===== config.mk =====
export PLATFORM = sky130hd
export DESIGN_NAME = ccd_pixel_capture_flat
export DESIGN_NICKNAME = d
export VERILOG_FILES = /design/src/rtl/ccd_pkg.sv /design/src/rtl/ccd_pixel_capture_if.sv /design/src/rtl/ccd_pix_fifo.sv /design/src/rtl/ccd_pixel_capture.sv /design/src/flat_wrapper.sv
export SDC_FILE = /design/constraint.sdc
export NUM_CORES = 1
export LEC_CHECK = 0
export CAP_MARGIN = 20
export CORE_MARGIN = 2
export CORE_UTILIZATION = 25
export CTS_CLUSTER_SIZE = 28
export DETAILED_ROUTE_END_ITERATION = 10
export SETUP_SLACK_MARGIN = 0.15
export SKIP_CTS_REPAIR_TIMING = 1
export SYNTH_ARGS = -nofsm -noshare
export SYNTH_HDL_FRONTEND = slang
export SYNTH_SLANG_ARGS = --single-unit

===== constraint.sdc =====
create_clock -name clk -period 2.8 [get_ports clk]
set_input_delay 0.56 -clock clk [delete_from_list [all_inputs] [get_ports clk]]
set_output_delay 0.56 -clock clk [all_outputs]
set_load 0.05 [all_outputs]

===== src/rtl/ccd_pkg.sv =====
// Shared types and widths for the CCD pixel capture block.
// Holds the line-state enum, counter widths and the default ADC width.
// The top-level design and its sub-modules import everything from here.
package ccd_pkg;

  localparam int ADC_W_DEF = 12;
  localparam int PIX_CNT_W = 12;
  localparam int DLY_CNT_W = 6;

  typedef enum logic [1:0] {
    ST_IDLE   = 2'd0,
    ST_DUMMY  = 2'd1,
    ST_ACTIVE = 2'd2
  } ccd_state_t;

endpackage


===== src/rtl/ccd_pixel_capture_if.sv =====
// Pixel output stream: valid/ready handshake carrying data and line markers.
// master drives valid/data/sol/eol; slave drives ready.
// sol/eol are meaningful only while m_valid is high.
interface ccd_pixel_capture_if #(
  parameter int ADC_W = 12
);
  logic             m_valid;
  logic             m_ready;
  logic [ADC_W-1:0] m_data;
  logic             m_sol;
  logic             m_eol;

  modport master (output m_valid, output m_data, output m_sol, output m_eol, input m_ready);
  modport slave  (input m_valid, input m_data, input m_sol, input m_eol, output m_ready);
endinterface


===== src/rtl/ccd_pix_fifo.sv =====
// Show-ahead FIFO with a registered head word; i_push is dropped when full unless a pop frees a slot.
// Latency: word written at cycle W is visible on o_dout at W+1 when the FIFO was empty.
// Backpressure: head word held stable until i_pop; push rejected silently when full without pop.
module ccd_pix_fifo #(
  parameter int WIDTH = 14,
  parameter int DEPTH = 8
) (
  input  logic             clk,
  input  logic             rst_n,
  input  logic             i_push,
  input  logic [WIDTH-1:0] i_din,
  input  logic             i_pop,
  output logic [WIDTH-1:0] o_dout,
  output logic             o_full,
  output logic             o_empty
);

  localparam int PTR_W = $clog2(DEPTH);
  localparam int CNT_W = PTR_W + 1;

  logic [WIDTH-1:0] r_mem [DEPTH];
  logic [PTR_W-1:0] r_wr_ptr;
  logic [PTR_W-1:0] r_rd_ptr;
  logic [CNT_W-1:0] r_cnt;
  logic             r_vld;
  logic [WIDTH-1:0] r_dout;

  logic             w_pop;
  logic             w_push;
  logic [PTR_W-1:0] w_rd_ptr_nxt;
  logic [CNT_W-1:0] w_cnt_left;
  logic [CNT_W-1:0] w_cnt_nxt;

  assign w_pop        = i_pop & r_vld;
  assign o_full       = (r_cnt == CNT_W'(DEPTH));
  // A pop in the same cycle frees the slot, so a full FIFO can still accept.
  assign w_push       = i_push & (~o_full | w_pop);
  assign w_rd_ptr_nxt = r_rd_ptr + PTR_W'(w_pop);
  assign w_cnt_left   = r_cnt - CNT_W'(w_pop);
  assign w_cnt_nxt    = w_cnt_left + CNT_W'(w_push);
  assign o_dout       = r_dout;
  assign o_empty      = ~r_vld;

  // Storage write; contents need no reset since r_cnt gates every read.
  always_ff @(posedge clk) begin
    if (w_push) r_mem[r_wr_ptr] <= i_din;
  end

  // Pointers, occupancy and the registered head word (bypass when the FIFO drains to empty).
  always_ff @(posedge clk or negedge rst_n) begin
    if (!rst_n) begin
      r_wr_ptr <= '0;
      r_rd_ptr <= '0;
      r_cnt    <= '0;
      r_vld    <= 1'b0;
      r_dout   <= '0;
    end else begin
      r_wr_ptr <= r_wr_ptr + PTR_W'(w_push);
      r_rd_ptr <= w_rd_ptr_nxt;
      r_cnt    <= w_cnt_nxt;
      r_vld    <= (w_cnt_nxt != '0);
      if (w_cnt_left == '0) begin
        if (w_push) r_dout <= i_din;
      end else begin
        r_dout <= r_mem[w_rd_ptr_nxt];
      end
    end
  end

endmodule


===== src/rtl/ccd_pixel_capture.sv =====
// Samples one ADC word per CCD pixel clock, skips dummy pixels and streams one active line.
// Latency: capture at C, FIFO write at C+1, m_valid at C+2 when the FIFO was empty.
// Backpressure: 8-entry FIFO absorbs stalls; on full the pixel is dropped and overflow sticks.
module ccd_pixel_capture
  import ccd_pkg::*;
#(
  parameter int ADC_W      = ADC_W_DEF,
  parameter int DUMMY_PIX  = 16,
  parameter int ACTIVE_PIX = 128,
  parameter int SAMPLE_DLY = 25,
  parameter int FIFO_DEPTH = 8
) (
  input  logic              clk,
  input  logic              rst_n,
  input  logic              i_cdsclk1,
  input  logic              i_sh,
  input  logic [ADC_W-1:0]  i_adc_data,
  ccd_pixel_capture_if.master m_if,
  output logic              o_overflow,
  output logic              o_line_done,
  output logic              o_line_abort
);

  ccd_state_t           r_state;
  logic                 r_cds_d;
  logic                 r_sh_d;
  logic [DLY_CNT_W-1:0] r_dly;
  logic [PIX_CNT_W-1:0] r_pix_cnt;
  logic                 r_push;
  logic [ADC_W-1:0]     r_push_dat;
  logic                 r_push_sol;
  logic                 r_push_eol;
  logic                 r_line_done;
  logic                 r_line_abort;
  logic                 r_overflow;

  logic                 w_cds_rise;
  logic                 w_sh_rise;
  logic                 w_sh_fall;
  logic                 w_capture;
  logic                 w_pop;
  logic                 w_fifo_full;
  logic                 w_fifo_empty;
  logic [ADC_W+1:0]     w_fifo_dout;

  assign w_cds_rise = i_cdsclk1 & ~r_cds_d;
  assign w_sh_rise  = i_sh & ~r_sh_d;
  assign w_sh_fall  = ~i_sh & r_sh_d;
  // Zero delay samples on the edge cycle itself; otherwise the capture fires when
  // the countdown reaches 1, unless a fresh edge restarts the countdown.
  assign w_capture  = (SAMPLE_DLY == 0) ? w_cds_rise
                                        : (~w_cds_rise & (r_dly == DLY_CNT_W'(1)));
  assign w_pop      = m_if.m_ready & ~w_fifo_empty;

  // One-cycle delay of the driver outputs for edge detection.
  always_ff @(posedge clk or negedge rst_n) begin
    if (!rst_n) begin
      r_cds_d <= 1'b0;
      r_sh_d  <= 1'b0;
    end else begin
      r_cds_d <= i_cdsclk1;
      r_sh_d  <= i_sh;
    end
  end

  // Line FSM with sample-delay counter, pixel counter and registered push/pulse outputs.
  always_ff @(posedge clk or negedge rst_n) begin
    if (!rst_n) begin
      r_state      <= ST_IDLE;
      r_dly        <= '0;
      r_pix_cnt    <= '0;
      r_push       <= 1'b0;
      r_push_dat   <= '0;
      r_push_sol   <= 1'b0;
      r_push_eol   <= 1'b0;
      r_line_done  <= 1'b0;
      r_line_abort <= 1'b0;
    end else begin
      r_push       <= 1'b0;
      r_line_done  <= 1'b0;
      r_line_abort <= 1'b0;
      unique case (r_state)
        ST_IDLE: begin
          r_dly <= '0;
          if (w_sh_fall) begin
            r_state   <= ST_DUMMY;
            r_pix_cnt <= '0;
          end
        end
        ST_DUMMY, ST_ACTIVE: begin
          if (w_sh_rise) begin
            // Abort: keep whatever already sits in the FIFO, emit no eol.
            r_state      <= ST_IDLE;
            r_line_abort <= 1'b1;
            r_dly        <= '0;
            r_pix_cnt    <= '0;
          end else begin
            if (w_cds_rise)          r_dly <= DLY_CNT_W'(SAMPLE_DLY);
            else if (r_dly != '0)    r_dly <= r_dly - DLY_CNT_W'(1);
            if (w_capture) begin
              if (r_state == ST_DUMMY) begin
                if (r_pix_cnt == PIX_CNT_W'(DUMMY_PIX - 1)) begin
                  r_state   <= ST_ACTIVE;
                  r_pix_cnt <= '0;
                end else begin
                  r_pix_cnt <= r_pix_cnt + PIX_CNT_W'(1);
                end
              end else begin
                r_push     <= 1'b1;
                r_push_dat <= i_adc_data;
                r_push_sol <= (r_pix_cnt == '0);
                r_push_eol <= (r_pix_cnt == PIX_CNT_W'(ACTIVE_PIX - 1));
                if (r_pix_cnt == PIX_CNT_W'(ACTIVE_PIX - 1)) begin
                  r_state     <= ST_IDLE;
                  r_line_done <= 1'b1;
                  r_pix_cnt   <= '0;
                end else begin
                  r_pix_cnt <= r_pix_cnt + PIX_CNT_W'(1);
                end
              end
            end
          end
        end
        default: begin
          r_state <= ST_IDLE;
        end
      endcase
    end
  end

  // Sticky overflow: a push arrived while full and no pop made room.
  always_ff @(posedge clk or negedge rst_n) begin
    if (!rst_n) begin
      r_overflow <= 1'b0;
    end else if (r_push & w_fifo_full & ~w_pop) begin
      r_overflow <= 1'b1;
    end
  end

  ccd_pix_fifo #(
    .WIDTH (ADC_W + 2),
    .DEPTH (FIFO_DEPTH)
  ) u_fifo (
    .clk     (clk),
    .rst_n   (rst_n),
    .i_push  (r_push),
    .i_din   ({r_push_sol, r_push_eol, r_push_dat}),
    .i_pop   (w_pop),
    .o_dout  (w_fifo_dout),
    .o_full  (w_fifo_full),
    .o_empty (w_fifo_empty)
  );

  assign m_if.m_valid = ~w_fifo_empty;
  assign m_if.m_data  = w_fifo_dout[ADC_W-1:0];
  assign m_if.m_eol   = w_fifo_dout[ADC_W];
  assign m_if.m_sol   = w_fifo_dout[ADC_W+1];
  assign o_overflow   = r_overflow;
  assign o_line_done  = r_line_done;
  assign o_line_abort = r_line_abort;

endmodule


===== src/flat_wrapper.sv =====
// flat-port wrapper written by rule: the top's interface ports become plain ports
module ccd_pixel_capture_flat import ccd_pkg::*;
#(
  parameter int ADC_W      = ADC_W_DEF,
  parameter int DUMMY_PIX  = 16,
  parameter int ACTIVE_PIX = 128,
  parameter int SAMPLE_DLY = 25,
  parameter int FIFO_DEPTH = 8
)
  (clk, rst_n, i_cdsclk1, i_sh, i_adc_data, o_overflow, o_line_done, o_line_abort, m_if_m_valid, m_if_m_data, m_if_m_sol, m_if_m_eol, m_if_m_ready);
  ccd_pixel_capture_if #(.ADC_W(ADC_W)) m_if_i ();
  input  logic clk;
  input  logic rst_n;
  input  logic i_cdsclk1;
  input  logic i_sh;
  input  logic [ADC_W-1:0] i_adc_data;
  output logic o_overflow;
  output logic o_line_done;
  output logic o_line_abort;
  output wire logic [$bits(m_if_i.m_valid)-1:0] m_if_m_valid;
  output wire logic [$bits(m_if_i.m_data)-1:0] m_if_m_data;
  output wire logic [$bits(m_if_i.m_sol)-1:0] m_if_m_sol;
  output wire logic [$bits(m_if_i.m_eol)-1:0] m_if_m_eol;
  input wire logic [$bits(m_if_i.m_ready)-1:0] m_if_m_ready;
  assign m_if_m_valid = m_if_i.m_valid;
  assign m_if_m_data = m_if_i.m_data;
  assign m_if_m_sol = m_if_i.m_sol;
  assign m_if_m_eol = m_if_i.m_eol;
  assign m_if_i.m_ready = m_if_m_ready;
  ccd_pixel_capture #(.ADC_W(ADC_W), .DUMMY_PIX(DUMMY_PIX), .ACTIVE_PIX(ACTIVE_PIX), .SAMPLE_DLY(SAMPLE_DLY), .FIFO_DEPTH(FIFO_DEPTH)) u_core (.clk(clk), .rst_n(rst_n), .i_cdsclk1(i_cdsclk1), .i_sh(i_sh), .i_adc_data(i_adc_data), .m_if(m_if_i), .o_overflow(o_overflow), .o_line_done(o_line_done), .o_line_abort(o_line_abort));
endmodule

======== Word-level counts from Yosys, hierarchy flattened ========
Memories as Yosys holds them, arrays and structs flattened.
Cells that the tools add are included.
storage, ports and cells
  register bits ........................... 65
  RAM bits ................................ 112
  input port bits ......................... 17
  memories ................................ 1
memory list
  name                 words  bits a word  read ports  clocked after Yosys merged registers in  wr ports  RTL line            RTL
  u_core.u_fifo.r_mem  8      14           1           0                                        1         ccd_pix_fifo.sv:21  logic [WIDTH-1:0] r_mem [DEPTH];
cells by class
  add/subtract/negate cells ............... 6
  eq/ne operators ......................... 12
  multiplexer cells ....................... 33
  bitwise operators ....................... 18
  reductions and logical operators ........ 11
operator list
  kind                                                                      number
  12-bit 2-to-1 mux                                                         6
  14-bit 2-to-1 mux                                                         2
  12-bit one-hot mux with 2 select lines                                    1
  6-bit 2-to-1 mux                                                          3
  1-bit 2-to-1 mux                                                          13
  12-bit by 1-bit adder with 12-bit output (second input constant)          1
  12-bit by 4-bit == test with 1-bit output (second input constant)         1
  12-bit by 7-bit == test with 1-bit output (second input constant)         1
  12-bit zero test                                                          1
  2-bit 2-to-1 mux                                                          6
  6-bit one-hot mux with 2 select lines                                     1
  1-bit bitwise AND                                                         9
  4-bit by 1-bit inequality test with 1-bit output (second input constant)  2
  1-bit NOT                                                                 8
  4-bit AND reduction                                                       2
  3-bit by 1-bit adder with 3-bit output                                    2
  6-bit by 1-bit == test with 1-bit output (second input constant)          1
  6-bit nonzero test                                                        1
  6-bit by 1-bit subtractor with 6-bit output (second input constant)       1
  4-bit by 1-bit adder with 4-bit output                                    1
  4-bit == test (second input constant)                                     1
  4-bit zero test                                                           1
  4-bit by 3-bit inequality test with 1-bit output (second input constant)  1
  2-bit one-hot mux with 2 select lines                                     1
  other kinds (13)                                                          13

======== Depth between registers and ports, before layout ========
Gate-level depths: netlist (run 1).
  depth after elaboration ................. 7
  gate-level depth with buffers ........... 9
  gate-level depth less buffers ........... 8

======== Cells and area by module ========
Synthesis (run 1) repeated with hierarchy kept, for this count alone.
second synthesis, totals
  cells, all modules ...................... 549
  area, all modules ....................... 7,616.1 sq um
by module, submodules not included
  module             instances  cells each  area an instance (sq um)
  ccd_pix_fifo       1          336         5,559.1
  ccd_pixel_capture  1          213         2,057.0

======== Worst setup path after synthesis (run 1) ========
Ideal clock, no wire load.
  kind .................................... register -> register
  start point ............................. register u_core.u_fifo.r_vld
  end point ............................... memory u_core.u_fifo.r_mem[2][0] (enable)
  arrival time ............................ 2.996 ns
  required time ........................... 2.373 ns
  path slack .............................. -0.623 ns
  cell stages (with the launch flop) ...... 6
  buffers on the path ..................... 1
  clock period less this slack ............ 3.423 ns
  cells stage by stage .................... dfrtp_1 -> nand2_1 -> nand3_1 -> nand2_1 -> buf_2 -> nor4b_1
between the ends
  word-level cells in the longest chain between the ends .. 6
RTL lines
  item                                        RTL line                 RTL
  from (decl)                                 ccd_pix_fifo.sv:25       logic r_vld;
  from (signal assigned)                      ccd_pix_fifo.sv:61       r_vld <= (w_cnt_nxt != '0);
  1-bit bitwise AND                           ccd_pixel_capture.sv:53  assign w_pop = m_if.m_ready & ~w_fifo_empty;
  1-bit bitwise AND (*)                       ccd_pix_fifo.sv:34       assign w_pop = i_pop & r_vld;
  1-bit OR (*)                                ccd_pix_fifo.sv:37       assign w_push = i_push & (~o_full | w_pop);
  1-bit bitwise AND (*)                       ccd_pix_fifo.sv:37
  1-bit 2-to-1 mux (*)                        ccd_pix_fifo.sv:46       if (w_push) r_mem[r_wr_ptr] <= i_din;
  1-bit 2-to-1 mux (not written as such) (*)  ccd_pix_fifo.sv:46
  to (decl)                                   ccd_pix_fifo.sv:21
Mark *: on every way between the ends. The rest lies on a longest branch, timed or not.

======== Worst setup path in the final report (run 1) ========
  start point ............................. register u_core.r_state[1]
  end point ............................... register u_core.r_pix_cnt[2]
between the ends
  word-level cells in the longest chain between the ends .. 5
  elaborated cells on any way between the ends .. 12
RTL lines
  item                                      RTL line                                           RTL
  from (decl)                               ccd_pixel_capture.sv:24                            ccd_state_t r_state;
  from (signal assigned)                    ccd_pixel_capture.sv:69                            r_state <= ST_IDLE;
  from (signal assigned)                    ccd_pixel_capture.sv:86                            r_state <= ST_DUMMY;
  from (signal assigned)                    ccd_pixel_capture.sv:93                            r_state <= ST_IDLE;
  2-bit by 1-bit == test with 1-bit output  ccd_pixel_capture.sv:82, ccd_pixel_capture.sv:101
  12-bit 2-to-1 mux                         ccd_pixel_capture.sv:101                           if (r_state == ST_DUMMY) begin
  12-bit 2-to-1 mux                         ccd_pixel_capture.sv:100                           if (w_capture) begin
  12-bit 2-to-1 mux                         ccd_pixel_capture.sv:91                            if (w_sh_rise) begin
  12-bit one-hot mux with 2 select lines    ccd_pixel_capture.sv:82                            unique case (r_state)
  to (signal assigned)                      ccd_pixel_capture.sv:106                           r_pix_cnt <= r_pix_cnt + PIX_CNT_W'(1);
  to (signal assigned)                      ccd_pixel_capture.sv:118                           r_pix_cnt <= r_pix_cnt + PIX_CNT_W'(1);
  to (decl)                                 ccd_pixel_capture.sv:28                            logic [PIX_CNT_W-1:0] r_pix_cnt;
Parallel ways exist; a longest one is shown, timed or not. The select of a mux whose other input is x is not followed.
A chain may end at the register's enable or synchronous reset.

==> impl_metrics.tcl, run 1 <==
set metrics [dict create \
    met1_usage_pct 14.0 \
    cts_root_buf "clkbuf_16" \
    layout-drive-gt1-share_pct 20.1 \
    cp.required_ns 3.10 \
    fin_skew_ns 0.0108 \
    grt_pass1_wl_mm 24.6 \
    ant_nets 0 \
    dp_hpwl_mm 9.45 \
    irDropWorstVdd_mv 0.461 \
    die_h_um 176 \
    fin_nets 566 \
    critPathLaunchType "register" \
    status "finished clean" \
    syn-mean-instance-area_um2 15.9 \
    fin_crit_sh_pct 80.3 \
    rsz0062_at_grt "no" \
    cts-htree-levels 4 \
    clock_path_buffers 2 \
    vias 4068 \
    area_delta_synth_final_pct 22.9 \
    synth_cell_types 55 \
    yosysMostFrequentCell "edfxtp_1" \
    maxSlewViolCount 0 \
    start_util_pct 25.2 \
    slowest_delay_ns 0.50 \
    track_usage_pct 10.5 \
    synth_common_cells "112 x edfxtp_1, 65 x dfrtp_1, 52 x nand2_1" \
    leakage_nw 3.57 \
    powerDensity_nw_per_um2 1040 \
    grtUsageMet3_pct 3.10 \
    finalPower_w 0.00948 \
    worstSkewPairLatency_ns 0.43 \
    drtIter0Drc 314 \
    hp-class "in2async" \
    grt_use_met2_pct 16.6 \
    synth.area.top_cells "edfxtp_1 45%, dfrtp_1 22%, mux4_2 8.5%" \
    synth_top_cell_by_area "edfxtp_1" \
    coreArea_um2 29400 \
    ys_warn_count 0 \
    netlist.area_leader.share_pct 45.4 \
    path_max_fanout 10 \
    worst_hold_slack_ns 0.225 \
    setup_viol_count_final 0 \
    maxCapViolations 0 \
    async_flop_share_pct 36.7 \
    cts.reportedPaths.clkPinSlew_ns 0.07 \
    cp_slowest_cell "or4b_4" \
    wl_per_cell_um 16.2 \
    grt_antenna_before_repair 0 \
    cts_buffers 17 \
    min_period_ns 2.25 \
    portBuffers 34 \
    r2r_start "u_core.r_state[1]" \
    grt_start_max_net_pins 66 \
    fmax_ghz 0.445 \
    maxSlewHeadroom_pct 36.5 \
    crit_chain "inv_1 -> ha_1 -> or4b_4 -> a211oi_4 -> a211oi_1 -> nand3_2 -> o21ai_0" \
    grt_pass1_vias 4248 \
    tritoncts "yes" \
    r2r_setup_slack_ns 0.55 \
    dp_cells 904 \
    synthCells 466 \
    gp_congestion 0.701 \
    hold_viol 0 \
    rr_worst_depth 7 \
    final_cells 936 \
    syn_area_um2 7400 \
    r2r-end "u_core.r_pix_cnt[2]" \
    worstSetupEndpointType "register" \
    clkSinkCount 177 \
    io_pins 35 \
    drtPass1Iterations 5 \
    crit_arrival_ns 2.55 \
    die_w_um 176 \
    drc 0 \
    grt_remaining_overflow 0 \
    ys.flop_type "edfxtp_1" \
    syn_nets 499 \
    worst_pin_slew_ns 0.953 \
    synth_seq_cells 177 \
    num_rows 63 \
    synth_edf_count 112 \
    wirelength_mm 15.2 \
    crit_type "reg2reg" \
    vias_per_cell 4.35 \
    final.setup.tns_ns 0 \
    n_antenna_cell 0 \
    dieArea_um2 31000 \
    grt.busiest_layer "met2" \
    synth_seq_area_share_pct 67.4 \
]
[cell type report]
type,instances,area [um^2]
Clock inverter,11,87.6
Fill cell,2885,20300
Sequential cell,177,4990
Tap cell,390,488
Clock buffer,21,504
Multi-Input combinational cell,257,2360
Timing Repair Buffer,65,621
Inverter,15,56.3
[cell usage in the layout (no fill, tap or decap), drive strengths merged, types with 7 or more instances in the layout]
master,netlist,final
buf,9,32
clkbuf,8,21
clkdlybuf4s50,0,33
dfrtp,65,65
edfxtp,112,112
ha,16,16
inv,15,21
mux2i,42,42
mux4,28,28
nand2,52,52
nand3,12,12
nor2,11,11
nor3,7,7
o21ai,13,13
[state kept, by name (all words and copies together) (netlist names), 2 cells and up]
signal / flops
u_core.r_dly: 6
u_core.u_fifo.r_cnt: 4
u_core.u_fifo.r_mem: 112
u_core.r_state: 2
u_core.r_push_dat: 12
u_core.r_pix_cnt: 12
u_core.u_fifo.r_wr_ptr: 3
u_core.u_fifo.o_dout: 14
u_core.u_fifo.r_rd_ptr: 3
[cell families (layout without fill, tap and decap cells)]
family | Yosys count | after routing | share of synthesized area, %
and+or+nand+nor | 117 | 117 | 8.23
adders and majority gates | 16 | 16 | 2.70
buffers and inverters | 32 | 112 | 1.81
DFF | 177 | 177 | 67.4
muxes | 72 | 72 | 14.5
AOI/OAI and AO/OA | 45 | 45 | 4.49
xor gates and xnor gates | 7 | 7 | 0.828
[report_power, final]
part | leakage [nW] | switching, W | total, W | internal [W]
clock | 0.290 | 0.00103 | 0.00235 | 0.00131
combinational | 1.43 | 0.00178 | 0.00347 | 0.00169
sequential | 1.85 | 0.000391 | 0.00367 | 0.00327
total | 3.57 | 0.00320 | 0.00948 | 0.00628
[per-stage QoR]
stage                     setup slack [ns]  area, um^2  util, %
after detailed placement             0.138        8510     28.9
after CTS                            0.515        9100     31.0
after global placement               0.153        8510     28.9
after global routing                 0.339        9100     31.0
after floorplan                     0.0584        7440        -
final                                0.552        9100     31.0
[critical path, delay by kind of cell (launching register included)]
| family | cells | cell delay (ns) |
|---|---|---|
| simple gates | 2 | 0.72 |
| compound gates | 3 | 0.72 |
| flops | 1 | 0.39 |
| fa+ha+maj | 1 | 0.20 |
| buf+inv | 1 | 0.09 |
[how the worst max path moves through the flow]
stage                                   start                   endpoint  slack (ns)
after floorplan           u_core.u_fifo.r_vld  u_core.u_fifo.r_mem[2][0]        0.06
after detailed placement         m_if_m_ready   u_core.u_fifo.o_dout[11]        0.14
final                       u_core.r_state[1]        u_core.r_pix_cnt[2]        0.55
after global routing        u_core.r_state[1]        u_core.r_pix_cnt[4]        0.34
after global placement           m_if_m_ready    u_core.u_fifo.o_dout[7]        0.15
after CTS                   u_core.r_state[1]        u_core.r_pix_cnt[2]        0.51
[routing by layer]
layer / up-vias / share of wire (%)
met2: 69 / 48
met3: 14 / 5.2
li1: 1926 / -
met4: 0 / 1.1
met5: - / 0
met1: 2059 / 46
Power figures use the tool's default switching activity.
==> run 2, diff against run 1 <==
==> constraint.sdc (replaced) <==
create_clock -name clk -period 2.3 [get_ports clk]
set_input_delay 0.46 -clock clk [delete_from_list [all_inputs] [get_ports clk]]
set_output_delay 0.46 -clock clk [all_outputs]
set_load 0.05 [all_outputs]
==> run 2 against run 1 <==
Compared with the run above:
- the flow now finishes with violations (negative hold slack)
- clock power up 23%
- fmax up 7.4%
- design area up 3.3%
- hold slack worse by 0.24 ns
- largest power group unchanged
==> impl_metrics.tcl, run 2 (synthesis gave the netlist of run 1 again) <==
set metrics [dict create \
    cp_slowest_cell "dfrtp_1" \
    worst_hold_slack_ns -0.0127 \
    drc 0 \
    leakage_nw 3.73 \
    ant_nets 0 \
    tritoncts "yes" \
    cts_buffers 17 \
    grt_antenna_before_repair 0 \
    worstSkewPairLatency_ns 0.44 \
    drtPass1Iterations 4 \
    dp_hpwl_mm 10.1 \
    hold_viol 21 \
    die_h_um 176 \
    cts_root_buf "clkbuf_16" \
    powerDensity_nw_per_um2 1250 \
    fin_util_pct 32.0 \
    layout_common_cells "112 x edfxtp_1, 64 x dfrtp_1, 51 x nand2_1, 42 x mux2i_1, 33 x buf_4" \
    dieArea_um2 31000 \
    fin_crit_sh_pct 91.0 \
    path_max_fanout 10 \
    grt_remaining_overflow 0 \
    cp.required_ns 2.61 \
    top_register "u_core.u_fifo.r_mem" \
    violations "negative hold slack" \
    grt_pass1_vias 4314 \
    wirelength_mm 15.5 \
    track_usage_pct 10.4 \
    vias 4177 \
    hp-class "in2async" \
    die_w_um 176 \
    crit_arrival_ns 2.40 \
    grt_start_max_net_pins 34 \
    rr_worst_depth 6 \
    cts-htree-levels 4 \
    rsz0062_at_grt "yes" \
    maxCapViolations 0 \
    n_antenna_cell 0 \
    fmax_ghz 0.478 \
    wl_per_cell_um 16.3 \
    start_util_pct 25.2 \
    area_delta_synth_final_pct 27.0 \
    num_rows 63 \
    layout-drive-gt1-share_pct 23.4 \
    critPathLaunchType "register" \
    finalPower_w 0.0118 \
    portBuffers 34 \
    slowest_delay_ns 0.45 \
    clock_path_buffers 2 \
    worst_pin_slew_ns 0.533 \
    gp_congestion 0.721 \
    clkSinkCount 177 \
    status "finished, violations left" \
    final_cell_area_um2 9400 \
    cts.reportedPaths.clkPinSlew_ns 0.08 \
    io_pins 35 \
    fillCellCount 2847 \
    fin_skew_ns 0.0167 \
    grt_pass1_wl_mm 24.4 \
    maxSlewViolCount 0 \
    crit_type "reg2reg" \
    setup_viol_count_final 0 \
    coreArea_um2 29400 \
    irDropWorstVdd_mv 0.533 \
    worstSetupEndpointType "register" \
    crit_chain "ha_1 -> nand4b_1 -> a211oi_4 -> a211oi_1 -> nand3_2 -> o41ai_1" \
    final_common_cell "edfxtp_1" \
    placed_cell_area_um2 8750 \
    maxSlewHeadroom_pct 64.4 \
    fin_nets 580 \
    drtIter0Drc 320 \
    min_period_ns 2.09 \
    vias_per_cell 4.40 \
    largest_reg_flops 112 \
]
## run 2: layout make-up
| cell class | instances | area (um^2) | share of cell area [%] |
|---|---|---|---|
| Sequential cell | 177 | 4990 | 53.1 |
| Multi-Input combinational cell | 257 | 2420 | 25.8 |
| Timing Repair Buffer | 79 | 842 | 8.96 |
| Clock buffer | 22 | 518 | 5.51 |
| Tap cell | 390 | 488 | 5.19 |
| Clock inverter | 10 | 82.6 | 0.878 |
| Inverter | 15 | 56.3 | 0.599 |
## run 2: power by group
part / total (W) / leakage [nW] / internal (W) / switching, W
sequential: 0.00449 / 1.85 / 0.00399 / 0.000497
clock: 0.00290 / 0.301 / 0.00163 / 0.00126
combinational: 0.00440 / 1.58 / 0.00220 / 0.00220
total: 0.0118 / 3.73 / 0.00782 / 0.00396
## run 2: metrics by stage
| step | worst slack (ns) | TNS [ns] | std cells |
|---|---|---|---|
| floorplan | 0.156 | 0 | 466 |
| global placement | -0.262 | -10.47 | 918 |
| detailed placement | -0.257 | -10.80 | 918 |
| CTS | 0.130 | 0 | 950 |
| global route | 0.0890 | 0 | 950 |
| finish | 0.208 | 0 | 950 |
## run 2: worst max-delay path, delay by kind of cell, from the launching register on
kind,cells,cell delay (ns)
and+or+nand+nor,2,0.51
adders and majority gates,1,0.27
AOI/OAI and AO/OA,3,0.76
DFF,1,0.45
## run 2: path summary, 6_finish.rpt
check | start | to | slack, ns
setup / recovery | u_core.r_pix_cnt[0] | u_core.r_pix_cnt[7] | 0.21
hold / removal | rst_n | u_core.u_fifo.o_dout[2] | -0.01
setup reg to reg | u_core.r_pix_cnt[0] | u_core.r_pix_cnt[7] | 0.21
hold reg to reg | u_core.o_overflow | u_core.o_overflow | 0.49
max in group asynchronous | rst_n | u_core.r_sh_d | 1.73
min in group clk | u_core.o_overflow | u_core.o_overflow | 0.49
## run 2: layer usage
layer  wire (um)  GRT usage (%)  vias to the layer above
met5           0              0                        -
met2        7580           17.1                       55
li1            -              -                     1959
met1        7210           13.6                     2151
met4         138           2.58                        0
met3         530           3.08                       12
==> run 3, diff against run 2 <==
--- a/config.mk
+++ b/config.mk
@@ -12,6 +12,7 @@
 export DETAILED_ROUTE_END_ITERATION = 10
 export SETUP_SLACK_MARGIN = 0.15
 export SKIP_CTS_REPAIR_TIMING = 1
+export SLEW_MARGIN = 30
 export SYNTH_ARGS = -nofsm -noshare
 export SYNTH_HDL_FRONTEND = slang
 export SYNTH_SLANG_ARGS = --single-unit
==> results of run 3 <==
Final layout, timing and power as in run 2 (identical DEF).
